==> src/rtl/contador_flancos.sv <==
// Edge-event up/down counter with load, clear, one-cycle wrap pulse and sticky overflow.
// Define CONTADOR_SATURATE_EN to hold the count at the boundary instead of wrapping.
module contador_flancos #(
  parameter int WIDTH = 8
) (
  input  logic             iClk,
  input  logic             iReset,
  input  logic             iFlancoP,
  input  logic             iFlancoN,
  input  logic             iFlancoX,
  input  logic [1:0]       iModo,
  input  logic             iUp,
  input  logic             iLoad,
  input  logic [WIDTH-1:0] iLoadValue,
  input  logic             iClear,
  output logic [WIDTH-1:0] oCount,
  output logic             oWrap,
  output logic             oOverflow
);

  localparam logic [WIDTH-1:0] CNT_ZERO = {WIDTH{1'b0}};
  localparam logic [WIDTH-1:0] CNT_ONE  = {{(WIDTH-1){1'b0}}, 1'b1};
  localparam logic [WIDTH-1:0] CNT_MAX  = {WIDTH{1'b1}};

  logic [WIDTH-1:0] count_r;
  logic             wrap_r;
  logic             ovf_r;

  logic             event_s;
  logic             boundary_s;
  logic [WIDTH-1:0] stepped_s;
  logic [WIDTH-1:0] count_nxt_s;
  logic             wrap_nxt_s;
  logic             ovf_nxt_s;

  // Event source selection; hold mode produces no events.
  always_comb begin
    event_s = 1'b0;
    case (iModo)
      2'b00:   event_s = iFlancoP;
      2'b01:   event_s = iFlancoN;
      2'b10:   event_s = iFlancoX;
      2'b11:   event_s = 1'b0;
      default: event_s = 1'b0;
    endcase
  end

  // Boundary detection and the wrapped/saturated one-step value.
  always_comb begin
    boundary_s = 1'b0;
    stepped_s  = count_r;
    if (iUp) begin
      boundary_s = (count_r == CNT_MAX);
      stepped_s  = count_r + CNT_ONE;
    end else begin
      boundary_s = (count_r == CNT_ZERO);
      stepped_s  = count_r - CNT_ONE;
    end
`ifdef CONTADOR_SATURATE_EN
    if (boundary_s) begin
      stepped_s = count_r;
    end else begin
      stepped_s = stepped_s;
    end
`endif
  end

  // Next-state selection: clear beats load, load beats a count event.
  always_comb begin
    count_nxt_s = count_r;
    wrap_nxt_s  = 1'b0;
    ovf_nxt_s   = ovf_r;
    if (iClear) begin
      count_nxt_s = CNT_ZERO;
      ovf_nxt_s   = 1'b0;
    end else if (iLoad) begin
      count_nxt_s = iLoadValue;
    end else if (event_s) begin
      count_nxt_s = stepped_s;
      if (boundary_s) begin
        wrap_nxt_s = 1'b1;
        ovf_nxt_s  = 1'b1;
      end else begin
        wrap_nxt_s = 1'b0;
      end
    end else begin
      count_nxt_s = count_r;
    end
  end

  // State registers with synchronous active-low reset.
  always_ff @(posedge iClk) begin
    if (!iReset) begin
      count_r <= CNT_ZERO;
      wrap_r  <= 1'b0;
      ovf_r   <= 1'b0;
    end else begin
      count_r <= count_nxt_s;
      wrap_r  <= wrap_nxt_s;
      ovf_r   <= ovf_nxt_s;
    end
  end

  assign oCount    = count_r;
  assign oWrap     = wrap_r;
  assign oOverflow = ovf_r;

endmodule

==> config.mk <==
export PLATFORM = sky130hd
export DESIGN_NAME = contador_flancos
export DESIGN_NICKNAME = d
export VERILOG_FILES = /design/src/rtl/contador_flancos.sv
export SDC_FILE = /design/constraint.sdc
export NUM_CORES = 1
export LEC_CHECK = 0
export CAP_MARGIN = 20
export CORE_MARGIN = 2
export CORE_UTILIZATION = 44
export CTS_CLUSTER_SIZE = 24
export DETAILED_ROUTE_END_ITERATION = 10
export GPL_TIMING_DRIVEN = 0
export PLACE_DENSITY = 0.78
export SLEW_MARGIN = 20
export SYNTH_ARGS = -nofsm -noshare
export SYNTH_HDL_FRONTEND = slang
export SYNTH_SLANG_ARGS = --single-unit
==> constraint.sdc <==
create_clock -name iClk -period 3.3 [get_ports iClk]
set_input_delay 0.99 -clock iClk [delete_from_list [all_inputs] [get_ports iClk]]
set_output_delay 0.99 -clock iClk [all_outputs]
set_load 0.02 [all_outputs]
==> results by group <==
Status
  – Run status: finished, final reports clean

Power and ir drop
  – VDD IR max: between 0.2 and 0.3 mV
  – Static Leak: approximately 0.00046 µW
  – Cell Pwr Density: around 300 nW/µm²

Hold path
  – Hold/Removal Path Class: register to register

Worst setup path
  – Worst Path Arrival: 3270 ps
  – CP Launch Type: input port
  – Crit Reg-Reg Endpoint: oCount[7]$_SDFFE_PP0P_
  – Reg2reg setup slack: around 1100 ps
  – Crit path max-delay family: simple AND/OR/NAND/NOR gates
  – Reg2reg start: oCount[1]$_SDFFE_PP0P_
  – Cell Chain, Critical Path: dlygate4sd2_1 > inv_2 > ha_1 > o21ai_1 > nor3_1 > mux2_4 > or4_1 > a31oi_1
  – Worst Path Buf+Inv: 2
  – Crit Path Max Fanout: 9
  – Cell depth of the worst flop-to-flop path: 6
  – Crit path kind: input port to register
  – Critical path origin: iUp
  – Crit path max-delay cell type: or4_1
  – Max stage delay on crit path: 510 ps
  – Req. time, crit path: ~3500 ps
  – CP endpoint: oCount[7]$_SDFFE_PP0P_
  – CP Capture Type: register
  – Total stage count of the critical path: 8

Layout
  – Diode count: 0
  – Fillers: 160
  – Non-filler cells, final: 149
  – Layout cells sized above 1: 0.0806
  – Area Overhead vs Synth: 40.6%
  – Fin nets: 151

STA
  – Final hold vios: 0
  – Setup TNS: 0 ps
  – Relative slew slack: 0.621
  – # setup viols final: 0
  – Final slew viol count: 0
  – Clk_skew: a little over 7 ps
  – RSZ-0062 raised after global routing: false
  – Hold slack final: 454 ps
  – Final Worst Setup Slack: around 240 ps
  – FMAX: approximately 0.33 GHz
  – Worst Max-Slew Pin Slew: ~560 ps
  – Period utilization: 0.929
  – Clock period minus worst slack: 3060 ps

Logic synthesis
  – Cell variety after synth: 38
  – Cell taking the most area after synthesis: dfxtp_1
  – Post-synth EDFFs: 0
  – Post-synth top area share: 0.252
  – Sequential cell area fraction in the yosys report: 0.252
  – Most instantiated library cell after synthesis: dfxtp_1
  – Most common flop cell mapped by yosys: dfxtp_1
  – Post-synth ARST share: 0
  – Most frequent cells after synthesis: 10 x dfxtp_1, 8 x a21oi_1, 6 x ha_1, 6 x nor2_1
  – Area of the mapped netlist: just under 800 µm²
  – Synth warn: 0
  – FF+latch count, synth: 10
  – Synth top area cells: dfxtp_1 25%, ha_1 9.4%, a21oi_1 5.0%, mux2i_1 5.0%, a221oi_1 3.3%
  – Syn Inst Count: 94
  – Mean Syn Cell Area: ~8.5 µm²
  – Synthesized net count: ~120

Detailed routing
  – DR vias/cell: 5.58
  – Detailed-route DRC error count: 0
  – Vias: ~830
  – Final WL: ~2100 µm
  – Post-DR wirelength/cell: ~14 µm
  – Drt pass-1 iters: 4
  – Initial DRC Count: 14
  – Antenna-violating nets left: 0

Clock tree
  – H-tree depth: 1
  – Clock sinks: 10
  – CTS buffer count: 3
  – Root buffer cell: clkbuf_4
  – Quantity of hold-fixing buffers added after cts: 0
  – CTS tree: built
  – CTS Buffer Depth: 2
  – Clock Pin Slew Worst Setup and Hold Paths: 60 ps
  – Worst-skew pair later-pin latency: 280 ps

GRT
  – First-pass GRT wire length: about 3200 µm
  – GRT Overall Usage: 0.222
  – Vias in the first global route: roughly 760
  – Largest net degree at the start of global routing: 11
  – Initial antenna violation count: 0
  – Gr ovfl total: 0

Floorplan
  – I/O pins: 28
  – Die ar.: between 2000 and 2500 µm²
  – Initial Util: 0.466
  – Die X: 46.5 µm
  – Core ar.: between 1500 and 2000 µm²
  – FP Rows: 15
  – Die height: between 40 and 50 µm

Placed design
  – Final HPWL DP: between 1500 and 2000 µm
  – DP Worst Slack: -368 ps
  – RePlAce Congestion: about 0.76
  – Placed cells: between 100 and 150
  – I/O Buffers: 27

Flow run
  – Max-cap violation count: 0
==> how the worst min path moves through the flow <==
stage	depth (start not counted)	startpoint	to	slack, ps
after floorplan	1	oOverflow$_SDFFE_PP0P_	oOverflow$_SDFFE_PP0P_	570
after global placement	1	oOverflow$_SDFFE_PP0P_	oOverflow$_SDFFE_PP0P_	440
after detailed placement	1	oOverflow$_SDFFE_PP0P_	oOverflow$_SDFFE_PP0P_	450
after CTS	1	oOverflow$_SDFFE_PP0P_	oOverflow$_SDFFE_PP0P_	460
after global routing	1	oOverflow$_SDFFE_PP0P_	oOverflow$_SDFFE_PP0P_	480
final	1	oOverflow$_SDFFE_PP0P_	oOverflow$_SDFFE_PP0P_	450
==> through the flow <==
| stage | total power [µW] | util | cell area [µm²] |
|---|---|---|---|
| after floorplan | 208 | - | 796 |
| after global placement | 253 | 0.642 | 1100 |
| after detailed placement | 256 | 0.642 | 1100 |
| after CTS | 341 | 0.655 | 1120 |
| after global routing | 360 | 0.655 | 1120 |
| final | 338 | 0.655 | 1120 |
==> registers in the layout, summed over array words and instances, names as in the netlist <==
signal     flops
oCount         8
oWrap          1
oOverflow      1
==> report_power, final <==
| group | switching (µW) | internal, µW | total, µW |
|---|---|---|---|
| Clock | 42.9 | 42.2 | 85.1 |
| Combinational | 56.4 | 61.9 | 118 |
| Sequential | 8.32 | 126 | 135 |
==> logic make-up after synthesis <==
| kind of cell | count (synthesis) | synth area share |
|---|---|---|
| compound gates | 35 | 0.313 |
| xor+xnor | 3 | 0.0330 |
| fa+ha+maj | 7 | 0.119 |
| buf+inv | 7 | 0.0330 |
| flops | 10 | 0.252 |
| mux | 6 | 0.0833 |
| simple gates | 26 | 0.167 |
==> layout make-up <==
class	instances	area, µm²	share of cell area
sequential	10	200	0.179
tap	25	31.3	0.0280
inverter	5	18.8	0.0168
multi-input combinational	77	569	0.509
timing repair buffer	27	269	0.240
clock buffer	3	22.5	0.0201
buffer	2	7.51	0.00671
==> repair_timing <==
action                     CTS  global route
setup endpoints to repair    1             0
setup buffers                0             0
hold endpoints to repair     0             0
gates resized for setup      2             0
==> routing by layer <==
layer / wire, µm / GRT usage / up-vias
li1: - / - / 420
met1: 847 / 0.254 / 386
met2: 1060 / 0.394 / 23
met3: 126 / 0.0706 / 2
met4: 17 / 0.0514 / 0
met5: 0 / 0 / -
==> placed cells by master, fill, tap and decap left out, types with 2 or more instances in the layout <==
master           netlist  layout
mux2i_1                4       4
dfxtp_1               10      10
a31oi_1                2       2
a21oi_1                8       8
o21ai_0                2       2
nand2_1                5       5
clkbuf_4               0       3
nor2b_1                2       2
xnor2_1                2       2
a21o_1                 2       2
clkbuf_1               2       2
o211ai_1               2       2
nand2b_1               3       3
o21bai_1               2       2
nor3_1                 3       3
clkdlybuf4s50_1        0      26
nor4_1                 2       2
a21o_2                 2       2
a211o_1                2       2
a221oi_1               3       3
nor2_1                 6       6
a211oi_1               2       2
o21ai_1                2       2
inv_1                  5       4
ha_1                   6       6
Note: power is estimated with default switching activity, not from simulation.
==> RTL change 1 (same settings) <==
Add a define of `CONTADOR_SATURATE_EN`.
--- a/src/rtl/contador_flancos.sv
+++ b/src/rtl/contador_flancos.sv
@@ -1,4 +1,6 @@
 // Edge-event up/down counter with load, clear, one-cycle wrap pulse and sticky overflow.
 // Define CONTADOR_SATURATE_EN to hold the count at the boundary instead of wrapping.
+`define CONTADOR_SATURATE_EN
+
 module contador_flancos #(
   parameter int WIDTH = 8
Check against the original RTL: not equivalent (a bounded check fails within 4 cycles, from zero or initial values).
==> RTL change 1 against the original RTL <==
Sequential cell count unchanged; critical endpoint unchanged; power up 0.11%; non-clock buffer count unchanged; highest routed layer unchanged; wire length up 1.7%; synthesized area up 0.63%; first-iteration DRC count down 71%; worst setup slack worse by 0.024 ns; sequential power about the same; cell area up 0.67%.
==> RTL change 1: results (changes against the original RTL) <==
* Status: finished clean
* P_sw at 0.108 mW (+0.82%)
* R2r startpoint: oCount[6]
* GP Congestion at 0.782 (+3.2%)
* Mapped Nets at 125 (+5.0%)
* Mean post-synth cell area at 8.01 um^2 (-5.4%)
* Sequential area share after synthesis at 25.0% (-0.16 points)
* Worst IR drop on VDD at 0.237 mV (-15%)
* CTS root buf: clkbuf_4
* DR iter-0 viols at 4 (-10)
* Synth cell types at 36 (-5.3%)
* Place WS at -0.0698 ns (+0.299 ns)
* DP Cell Count at 152 (+4.1%)
* Crit path max fanout at 8 (-1)
* Power Internal at 0.230 mW (-0.21%)
* Clock Skew at 0.00465 ns (-0.00245 ns)
* Hpwl dp at 1630 um (+1.1%)
* Combinational gate power at 0.122 mW (+3%)
* Ranking of synthesized cells by area: dfxtp_1, ha_1, o21ai_0
* Final WS setup at 0.212 ns (-0.0236 ns)
* Critical path's top delay family: compound AO/OA/AOI/OAI gates
* Nets at 157 (+4.0%)
* WL per Instance at 13.5 um (-2.3%)
* Mux cell area share after synthesis at 1.25% (-7.1 points)
* GRT Util Overall at 21.8% (-0.39 points)
* Worst-Skew Late Latency at 0.26 ns (-0.02 ns)
* Reg2Reg Setup Slack at 1.31 ns (+0.26 ns)
* Vias per Instance at 5.58 (about the same)
* Top post-synthesis cells by count: o21ai_0, dfxtp_1, nand2_1
* Cts repair resizes at 0 (-2)
* First-pass GRT wire length at 3400 um (+5.8%)
* Vias in the first global route at 831 (+9.5%)
* Compound-gate portion of the synthesized area at 31.7% (+0.43 points)
* CP max-delay cell: clkdlybuf4s50_1
* Leak Pwr at 0.463 nW (+0.35%)
* Min Hold Slack at 0.461 ns (+0.00630 ns)
* Max incr delay on CP at 0.53 ns (+0.02 ns)
## RTL change 1: cell types whose count changed after synthesis, moves of 3 or more
cell | unedited run | this run
a21oi_1 | 8 | 3
a221oi_1 | 3 | 0
and3_1 | 0 | 3
mux2i_1 | 4 | 1
nand2_1 | 5 | 9
o21ai_0 | 2 | 12
## RTL change 1: final cells by class
class                      instances  area, um^2
multi-input combinational         83         576
timing repair buffer              27         270
clock buffer                       3        22.5
buffer                             2        7.51
sequential                        10         200
fill                             157         601
inverter                           5        18.8
tap                               25        31.3
## RTL change 1: metal layers
metal  global-route usage [%]  routed length (um)
met1                     27.6                 957
met2                     37.2                1030
met3                     5.88                  86
met4                     3.89                   8
met5                        0                   0
## RTL change 1: logic make-up after synthesis
group | count (synthesis)
AOI/OAI and AO/OA | 37
adders and majority gates | 7
muxes | 1
and+or+nand+nor | 34
xor gates and xnor gates | 4
DFF | 10
buffers and inverters | 7
==> RTL change 2 (config.mk and constraints unchanged) <==
Without the edit above. Make the reset (`iReset`) asynchronous in one clocked block. Comments in the files are not updated.
--- a/src/rtl/contador_flancos.sv
+++ b/src/rtl/contador_flancos.sv
@@ -90,5 +90,5 @@
 
   // State registers with synchronous active-low reset.
-  always_ff @(posedge iClk) begin
+  always_ff @(posedge iClk or negedge iReset) begin
     if (!iReset) begin
       count_r <= CNT_ZERO;
Behaviour: differs if iReset is asserted again (counterexample within 4 cycles, from zero or initial values and one cycle with iReset low); with iReset held inactive, the same outputs for 10 cycles.
==> RTL change 2 against the original RTL <==
Critical path depth did not move; sequential cell count did not move; count of clock-buffer cells in the layout rose by 1; cell area rose by 4.5%; utilization rose by 1.5 points; final cell count rose by 2.0%; first-iteration DRC count rose by 43%; wire length rose by 8.3%; via count rose by 6.5%; power rose by 22%; synthesized area rose by 4.6%; combinational power rose by 33%; synthesized cell count rose by 3.2%; worst setup slack got worse by 0.042 ns; highest routed layer is now met3.
==> RTL change 2: results (changes against the original RTL) <==
* CTS root buf: clkbuf_4
* GRT Util Overall at 22.5% (+0.32 points)
* Crit path max fanout at 9 (unchanged)
* Synth Flop Type: dfrtp_1
* Hold wc startpoint: oOverflow
* Max incr delay on CP at 0.46 ns (-0.05 ns)
* Hpwl dp at 1710 um (+5.8%)
* Slew margin rel. at 63.0% (+0.91 points)
* Worst hold endpoint: oOverflow
* Reg2Reg Setup Slack at 0.96 ns (-0.09 ns)
* Clock Skew at 0.00301 ns (-0.00409 ns)
* Synth cell types at 39 (+2.6%)
* Vias in the first global route at 816 (+7.5%)
* Ranking of synthesized cells by area: dfrtp_1, ha_1, a21oi_1
* GP Congestion at 0.871 (+15%)
* Place WS at -0.412 ns (-0.0436 ns)
* Ys async rst share at 100% (+100 points)
* Status: finished clean
* Vias at 885 (+6.5%)
* Fraction of layout cells with a size suffix above 1 at 8.66% (+0.60 points)
* Mapped Nets at 122 (+2.5%)
* First-pass GRT wire length at 3500 um (+8.8%)
* Worst IR drop on VDD at 0.276 mV (-0.85%)
* WL per Instance at 14.6 um (+6.2%)
* CP max-delay cell: or4_1
* Worst hold stages at 1 (unchanged)
* Port bufs at 25 (-7.4%)
* DP Cell Count at 147 (+0.68%)
* Vias per Instance at 5.82 (+4.4%)
* DR iter-0 viols at 20 (+6)
* Top post-synthesis cells by count: dfrtp_1, nand2_1, a21oi_1
* Min Hold Slack at 0.517 ns (+0.0626 ns)
* Max FFs per register at 8 (unchanged)
* Mapped Cells at 97 (+3.2%)
* Sequential area share after synthesis at 30.1% (+4.9 points)
* Leak Pwr at 0.499 nW (+8.0%)
* R2r startpoint: oCount[1]
* R2r endpoint: oCount[7]
* Final WS setup at 0.193 ns (-0.0419 ns)
* Critical Path AT at 3.28 ns (about the same)
* Ant. Diodes at 0 (unchanged)
* Antenna violations before repair at 0 (unchanged)
* DRT Pass-1 Iters at 4 (unchanged)
-- RTL change 2: cell types whose count changed in the layout (fill, tap and decap cells not counted), moves of 2 or more --
cell and delta:
dfrtp_1 +10, dfxtp_1 -10, nand2_1 +5, o21ai_0 +4, a211o_1 -2, a211oi_1 +2
a221oi_1 -2, a311oi_1 +2, clkdlybuf4s50_1 -2, inv_1 -2, mux2i_1 -2, nand2b_1 -2
o211a_1 +2
-- RTL change 2: timing repair --
item	in CTS	in global routing
setup endpoints to repair	1	0
setup buffers	1	0
gates resized for setup	3	0
hold endpoints to repair	0	0
-- RTL change 2: worst max-delay path by stage --
stage	start	to	depth (start not counted)
after floorplan	iUp	oCount[7]	7
after global placement	iUp	oCount[7]	8
after detailed placement	iUp	oCount[7]	8
after CTS	iUp	oCount[7]	8
after global routing	iUp	oCount[7]	8
final	iUp	oCount[7]	8
-- RTL change 2: worst register-to-register path, delay by kind of cell, from the launching register on --
kind / cells / cell delay [ns]
flops: 1 / 0.45
fa+ha+maj: 1 / 0.34
mux: 1 / 0.32
simple gates: 2 / 0.58
compound gates: 2 / 0.57
-- RTL change 2: power breakdown --
group	total [mW]	leakage [nW]	internal, mW	switching (mW)
combinational	0.157	0.346	0.0784	0.0787
clock	0.111	0.0210	0.0670	0.0439
sequential	0.145	0.132	0.131	0.0142
total	0.413	0.499	0.276	0.137
-- RTL change 2: final cells by class --
| class | instances | area [um^2] |
|---|---|---|
| Fill cell | 151 | 577 |
| Multi-Input combinational cell | 80 | 568 |
| Timing Repair Buffer | 26 | 256 |
| Sequential cell | 10 | 250 |
| Clock buffer | 4 | 36.3 |
| Tap cell | 25 | 31.3 |
| Inverter | 4 | 15.0 |
| Buffer | 3 | 11.3 |
-- RTL change 2: kinds of logic after synthesis --
logic type	share of synthesized area, %
AO/OA/AOI/OAI	31.6
XOR/XNOR	2.11
adder cells (fa/ha/maj)	11.4
buffers and inverters	3.16
flip-flops	30.1
multiplexers	4.21
AND/OR/NAND/NOR	17.4
-- RTL change 2: stage by stage --
| step | util (%) | cell area [um^2] | setup TNS (ns) |
|---|---|---|---|
| floorplan | - | 832 | 0 |
| global placement | 63.8 | 1110 | -0.505 |
| detailed placement | 63.8 | 1110 | -0.565 |
| CTS | 67.0 | 1170 | 0 |
| global route | 67.0 | 1170 | 0 |
| finish | 67.0 | 1170 | 0 |
-- RTL change 2: routing by layer --
layer  GRT usage, %  part of all wire (%)  vias up
li1               -                     -      436
met3           5.66                   5.2        0
met5              0                     0        -
met4           3.89                     0        0
met2           41.4                    53       28
met1           26.5                    42      421
